$ cat config.mk
export PLATFORM = sky130hd
export DESIGN_NAME = win_scanner
export DESIGN_NICKNAME = d
export VERILOG_FILES = /design/src/rtl/gomoku_pkg.sv /design/src/rtl/win_scanner_pos_to_rc.sv /design/src/rtl/win_scanner.sv
export SDC_FILE = /design/constraint.sdc
export NUM_CORES = 1
export LEC_CHECK = 0
export ABC_AREA = 1
export BUFFER_PORTS_ARGS = -buffer_cell sky130_fd_sc_hd__buf_2
export CAP_MARGIN = 20
export CORE_MARGIN = 4
export CORE_UTILIZATION = 25
export DETAILED_ROUTE_END_ITERATION = 8
export HOLD_SLACK_MARGIN = 0.06
export SLEW_MARGIN = 20
export SYNTH_ARGS = -nofsm -noshare
export SYNTH_HDL_FRONTEND = slang
export SYNTH_SLANG_ARGS = --single-unit
$ cat constraint.sdc
create_clock -name clk -period 3.1 [get_ports clk]
set_input_delay 0.155 -clock clk [delete_from_list [all_inputs] [get_ports clk]]
set_output_delay 0.155 -clock clk [all_outputs]
set_load 0.02 [all_outputs]
$ cat src/rtl/gomoku_pkg.sv
// Shared board constants, cell/direction encodings and scanner state type
// for the Gomoku win scanner.
package gomoku_pkg;

  localparam int BOARD_DIM = 6;
  localparam int N_CELLS   = BOARD_DIM * BOARD_DIM;

  typedef enum logic [1:0] {
    EMPTY = 2'd0,
    P1    = 2'd1,
    P2    = 2'd2
  } cell_t;

  typedef enum logic [1:0] {
    H = 2'd0,
    V = 2'd1,
    D = 2'd2,
    A = 2'd3
  } dir_t;

  typedef enum logic [2:0] {
    IDLE,
    SETUP,
    ADV,
    PROBE,
    CHECK,
    DRAWSCAN,
    DONE
  } win_state_t;

  // Unit step of each line direction on its + side; the - side negates it.
  function automatic logic signed [1:0] dir_drow(dir_t d);
    logic signed [1:0] r;
    r = (d == H) ? 2'sd0 : 2'sd1;
    return r;
  endfunction

  function automatic logic signed [1:0] dir_dcol(dir_t d);
    logic signed [1:0] r;
    case (d)
      H:       r = 2'sd1;
      V:       r = 2'sd0;
      D:       r = 2'sd1;
      default: r = -2'sd1;
    endcase
    return r;
  endfunction

endpackage

$ cat src/rtl/win_scanner_pos_to_rc.sv
// Splits a linear board index into (row, col) with a compare chain
// against row start offsets, avoiding a divider.
module pos_to_rc #(
  parameter int BOARD_DIM = 6
) (
  input  logic [5:0] pos,
  output logic [2:0] row,
  output logic [2:0] col
);

  always_comb begin
    row = '0;
    col = pos[2:0];
    for (int r = 1; r < BOARD_DIM; r++) begin
      if (pos >= 6'(r * BOARD_DIM)) begin
        row = 3'(r);
        col = 3'(pos - 6'(r * BOARD_DIM));
      end
    end
  end

endmodule

$ cat src/rtl/win_scanner.sv
// Sequential five-in-a-row judge walking H/V/D/A lines through one board read port.
// Optional: define WIN_SCANNER_DRAW_EN to compile in the full-board draw scan.
module win_scanner #(
  parameter int BOARD_DIM = 6,
  parameter int WIN_LEN   = 5
) (
  input  logic       clk,
  input  logic       rst,
  input  logic       start,
  input  logic [5:0] pos,
  input  logic [1:0] color,
  output logic [5:0] rd_addr,
  input  logic [1:0] rd_data,
  output logic       busy,
  output logic       done,
  output logic       win,
  output logic       draw,
  output logic       err
);
  import gomoku_pkg::*;

  localparam int NUM_CELLS = BOARD_DIM * BOARD_DIM;
  localparam int CNT_W     = $clog2(2 * WIN_LEN);
  localparam int STEP_W    = $clog2(WIN_LEN);

  win_state_t        state, state_n;
  logic [5:0]        pos_q, pos_n;
  logic [1:0]        color_q, color_n;
  logic [2:0]        row_q, row_n, col_q, col_n;
  logic [2:0]        split_row, split_col;
  dir_t              dir, dir_n;
  logic              side_neg, side_n;
  logic [STEP_W-1:0] step, step_n;
  logic [CNT_W-1:0]  count, count_n;
  logic [5:0]        addr_n;
  logic              win_n, err_n;
  logic              end_side;

  logic signed [1:0] dr, dc;
  logic signed [4:0] off, row_s, col_s, tr, tc;
  logic              in_bounds;
  logic [5:0]        target;

`ifdef WIN_SCANNER_DRAW_EN
  logic [5:0] draw_idx, draw_idx_n;
  logic       draw_phase, draw_phase_n;
  logic       draw_q, draw_n;
  assign draw = draw_q;
`else
  assign draw = 1'b0;
`endif

  pos_to_rc #(.BOARD_DIM(BOARD_DIM)) u_split (
    .pos (pos_q),
    .row (split_row),
    .col (split_col)
  );

  assign busy = (state != IDLE) && (state != DONE);
  assign done = (state == DONE);

  // Probe target: origin + (step+1) * delta, with bounds checked per axis so
  // a line never wraps across a row edge.
  always_comb begin
    dr    = side_neg ? -dir_drow(dir) : dir_drow(dir);
    dc    = side_neg ? -dir_dcol(dir) : dir_dcol(dir);
    off   = signed'(5'(step)) + 5'sd1;
    row_s = signed'(5'(row_q));
    col_s = signed'(5'(col_q));
    if (dr == 2'sd1)       tr = row_s + off;
    else if (dr == -2'sd1) tr = row_s - off;
    else                   tr = row_s;
    if (dc == 2'sd1)       tc = col_s + off;
    else if (dc == -2'sd1) tc = col_s - off;
    else                   tc = col_s;
    in_bounds = (tr >= 5'sd0) && (tr < 5'(BOARD_DIM)) &&
                (tc >= 5'sd0) && (tc < 5'(BOARD_DIM));
    target = 6'(tr[2:0]) * 6'(BOARD_DIM) + 6'(tc[2:0]);
  end

  always_comb begin
    state_n  = state;
    pos_n    = pos_q;
    color_n  = color_q;
    row_n    = row_q;
    col_n    = col_q;
    dir_n    = dir;
    side_n   = side_neg;
    step_n   = step;
    count_n  = count;
    addr_n   = rd_addr;
    win_n    = win;
    err_n    = err;
    end_side = 1'b0;
`ifdef WIN_SCANNER_DRAW_EN
    draw_idx_n   = draw_idx;
    draw_phase_n = draw_phase;
    draw_n       = draw_q;
`endif

    case (state)
      IDLE: begin
        if (start) begin
          state_n = SETUP;
          pos_n   = pos;
          color_n = color;
          win_n   = 1'b0;
          err_n   = 1'b0;
`ifdef WIN_SCANNER_DRAW_EN
          draw_n  = 1'b0;
`endif
        end
      end
      SETUP: begin
        if ({1'b0, pos_q} >= 7'(NUM_CELLS)) begin
          err_n   = 1'b1;
          state_n = DONE;
        end else begin
          row_n   = split_row;
          col_n   = split_col;
          dir_n   = H;
          side_n  = 1'b0;
          step_n  = '0;
          count_n = CNT_W'(1);
          state_n = ADV;
        end
      end
      ADV: begin
        if (in_bounds) begin
          addr_n  = target;
          state_n = PROBE;
        end else begin
          end_side = 1'b1;
        end
      end
      PROBE: state_n = CHECK;
      CHECK: begin
        if (rd_data == color_q) begin
          count_n = count + CNT_W'(1);
          step_n  = step + STEP_W'(1);
          if (count + CNT_W'(1) == CNT_W'(WIN_LEN)) begin
            win_n   = 1'b1;
            state_n = DONE;
          end else if (step + STEP_W'(1) == STEP_W'(WIN_LEN - 1)) begin
            end_side = 1'b1;
          end else begin
            state_n = ADV;
          end
        end else begin
          end_side = 1'b1;
        end
      end
`ifdef WIN_SCANNER_DRAW_EN
      // Address is issued on entry and on each advance, so each cell costs
      // one wait cycle plus one evaluate cycle.
      DRAWSCAN: begin
        if (!draw_phase) begin
          draw_phase_n = 1'b1;
        end else if (rd_data == EMPTY) begin
          state_n = DONE;
        end else if (draw_idx == 6'(NUM_CELLS - 1)) begin
          draw_n  = 1'b1;
          state_n = DONE;
        end else begin
          draw_idx_n   = draw_idx + 6'd1;
          addr_n       = draw_idx + 6'd1;
          draw_phase_n = 1'b0;
        end
      end
`endif
      DONE:    state_n = IDLE;
      default: state_n = IDLE;
    endcase

    // Finishing a side: + flips to -, keeping the count; - moves to the next line.
    if (end_side) begin
      step_n  = '0;
      state_n = ADV;
      if (!side_neg) begin
        side_n = 1'b1;
      end else if (dir == A) begin
`ifdef WIN_SCANNER_DRAW_EN
        state_n      = DRAWSCAN;
        addr_n       = '0;
        draw_idx_n   = '0;
        draw_phase_n = 1'b0;
`else
        state_n      = DONE;
`endif
      end else begin
        dir_n   = dir_t'(dir + 2'd1);
        side_n  = 1'b0;
        count_n = CNT_W'(1);
      end
    end
  end

  always_ff @(posedge clk) begin
    if (rst) begin
      state    <= IDLE;
      pos_q    <= '0;
      color_q  <= '0;
      row_q    <= '0;
      col_q    <= '0;
      dir      <= H;
      side_neg <= 1'b0;
      step     <= '0;
      count    <= '0;
      rd_addr  <= '0;
      win      <= 1'b0;
      err      <= 1'b0;
`ifdef WIN_SCANNER_DRAW_EN
      draw_idx   <= '0;
      draw_phase <= 1'b0;
      draw_q     <= 1'b0;
`endif
    end else begin
      state    <= state_n;
      pos_q    <= pos_n;
      color_q  <= color_n;
      row_q    <= row_n;
      col_q    <= col_n;
      dir      <= dir_n;
      side_neg <= side_n;
      step     <= step_n;
      count    <= count_n;
      rd_addr  <= addr_n;
      win      <= win_n;
      err      <= err_n;
`ifdef WIN_SCANNER_DRAW_EN
      draw_idx   <= draw_idx_n;
      draw_phase <= draw_phase_n;
      draw_q     <= draw_n;
`endif
    end
  end

endmodule

==> metrics <==
wire length per cell after detailed routing=11.1 um; Slew headroom=between 50% and 60%; PwrDens=417 nW/um2; CP Capture Type=flop; Pwr Total=1.41 mW; Final nets=479; Logic pwr share=32.2%; clock skew=5.93 ps; Clock Pin Slew Worst Setup and Hold Paths=80 ps; initial drt markers=127; max frequency=333 MHz; final instance area=3380 um2; vias=between 2,000 and 2,500; largest net degree at the start of global routing=19; kind of critical path=flop to flop; ANT nets after route=0; Yosys cell types=36; grt total ovfl=0; part of the power in the clock network=between 30% and 40%; Worst EP required=between 3000 and 4000 ps; Diodes inserted=0; Reg power frac=37.0%; first-pass GRT wire length=10.9 mm; setup_tns=0 ps; Clock Tree Buf Depth=2; Total GRT Usage=10.2%; num rows=38; Synth Instances=~400; net switching power=0.507 mW; vias in the first global route=2,457; Static Leak=1.58 nW; layout cells sized above 1=24.7%; total CTS buffers=5; Yosys top cell by area=dfxtp_1; CTS tree=built; final period utilization=~97%; Power Internal=between 0.9 and 1 mW; worst skew pair latency=300 ps; Hold WC Path Type=primary input to flop; # setup viols final=0; Least-Margin Pin Slew=about 660 ps; Placed Area=between 3000 and 4000 um2; Vias/cell=4.36; initial core utilization=between 20% and 30%; initial antenna violation count=0; DRC viols=0; Cell Area, Synth=2780 um2; status=finished clean; number of max-cap violations=0; drt total wl=6.36 mm; Mean Syn Cell Area=between 7 and 8 um2; post-synth top area share=25.2%; H-tree levels=2; Final Hold Fails=0; total core area=10,800 um2; Detailed Place HPWL=5.12 mm; unrepaired setup endpoints after global routing=yes; CP arrival=3240 ps; root buf cell=clkbuf_8; Mapped Nets=440; register bit total from synthesis=35; Final min period=3000 ps; crit-path max FO=6; die area=12,900 um2; Final Wtd Congestion=around 0.87; Max VDD drop=around 0.28 mV; post-synthesis sequential area ratio=25.2%; count of input and output buffers=22; Die Span Y=113 um; Layout area overhead=21.8%; Util after Layout=between 30% and 40%; Die X=~110 um; Pre-antenna DRT Iters=4; CTS Hold Bufs=0; Critical Path Source Type=flop; Final Max Tran Viols=0; Sw Ratio=35.9%; dominant cells by area after synthesis=dfxtp_1 (25%), ha_1 (13%), nand2_1 (9.9%); IO Pins=24; Synth warnings=0; clock sinks=35
==> synth_stat cells (all sizes together) <==
cell type   n
o31ai       1
o211ai      1
nor2       43
buf         4
nor3        1
clkbuf      2
a21oi      39
inv        66
or2         4
nand2      85
xor2       10
a21boi      1
o211a       1
conb        1
nand3      23
dfxtp      35
o21ai      32
nand4       3
clkinv      1
a31oi       1
a211oi      1
a22o        1
fa          6
xnor2       3
ha         28
==> path summary, 6_finish.rpt <==
kind | slack (ps) | cells past startpoint | start | endpoint
worst max-delay path | 100 | 21 | step[0] | count[2]
worst min-delay path | 120 | 3 | color[0] | color_q[0]
worst max register to register | 100 | 21 | step[0] | count[2]
worst min register to register | 450 | 2 | rd_addr[4] | rd_addr[4]
==> through the flow <==
step,std cells,worst slack [ps],hold slack (ps)
CTS,572,5.86,117
finish,573,98.6,123
global route,573,-88.0,120
detailed placement,563,-66.5,440
global placement,563,-14.5,429
floorplan,393,9.16,224
==> worst max-delay path: stages (launching register included) <==
cell and delay (ps):
dfxtp_4 360, ha_4 160, ha_4 270, inv_4 40
ha_4 260, inv_2 30, or2_4 220, a21boi_2 120
nor2_1 60, nand2_2 80, inv_2 50, ha_4 150
nor3_2 150, ha_2 190, nand3_2 80, nor2_4 120
nand3_4 110, nand2_4 120, nand2_4 70, nand2_4 110
nand2_4 60, nor2_2 120
==> sequential cells by signal, indices dropped and copies added, names as in the netlist, 3 cells and up <==
name / flops
step: 3
count: 4
col_q: 3
row_q: 3
state: 3
rd_addr: 6
pos_q: 6
==> timing repair <==
action / 4_1_cts / 5_1_grt
resized for setup: 5 / 20
endpoints found under the setup margin: 18 / 18
buffers inserted: 1 / 1
gates cloned: 0 / 0
pin swaps: 10 / 15
==> layer usage <==
metal  track usage, %  up-vias  share of wire [%]
li1                 -     1316                  -
met1             13.7     1129                 48
met2             16.5       46                 46
met5                0        -                  0
met3             2.67        7                5.6
met4             2.16        0               0.66
==> power groups by stage <==
stage,sequential [mW],clock [mW],combinational (mW)
floorplan,0.532,0,0.322
global placement,0.532,0,0.424
detailed placement,0.533,0,0.432
CTS,0.522,0.450,0.436
global route,0.529,0.468,0.526
finish,0.522,0.434,0.453
==> cell families after synthesis <==
| family | Yosys count | share of synthesized area [%] |
|---|---|---|
| compound gates | 78 | 15.3 |
| xor+xnor | 13 | 4.10 |
| simple gates | 159 | 27.9 |
| buf+inv | 73 | 10.4 |
| fa+ha+maj | 34 | 17.0 |
| flops | 35 | 25.2 |
| other cells | 1 | 0.135 |
==> placed cells by master (no fill, tap or decap), types with 3 or more instances in the layout <==
master	n
nand2_1	71
dfxtp_1	32
ha_1	22
inv_1	59
nand3_1	20
a21oi_1	35
nand2_4	4
xor2_1	10
fa_1	4
buf_4	16
o21ai_0	30
nor2_1	29
a21oi_2	3
nand4_1	3
inv_2	6
clkbuf_8	5
nor2_4	5
ha_4	5
nor2_2	9
xnor2_1	3
buf_2	22
nand2_2	10
==> final cells by class <==
cell class | instances | area (um2)
clock buffers | 5 | 68.8
clock inverters | 3 | 47.5
fillers | 1192 | 7460
inverters | 67 | 254
multi-input cells | 285 | 1900
flip-flops and latches | 35 | 707
well taps | 140 | 175
repair buffers | 38 | 230
Note: power is estimated with default switching activity, not from simulation.
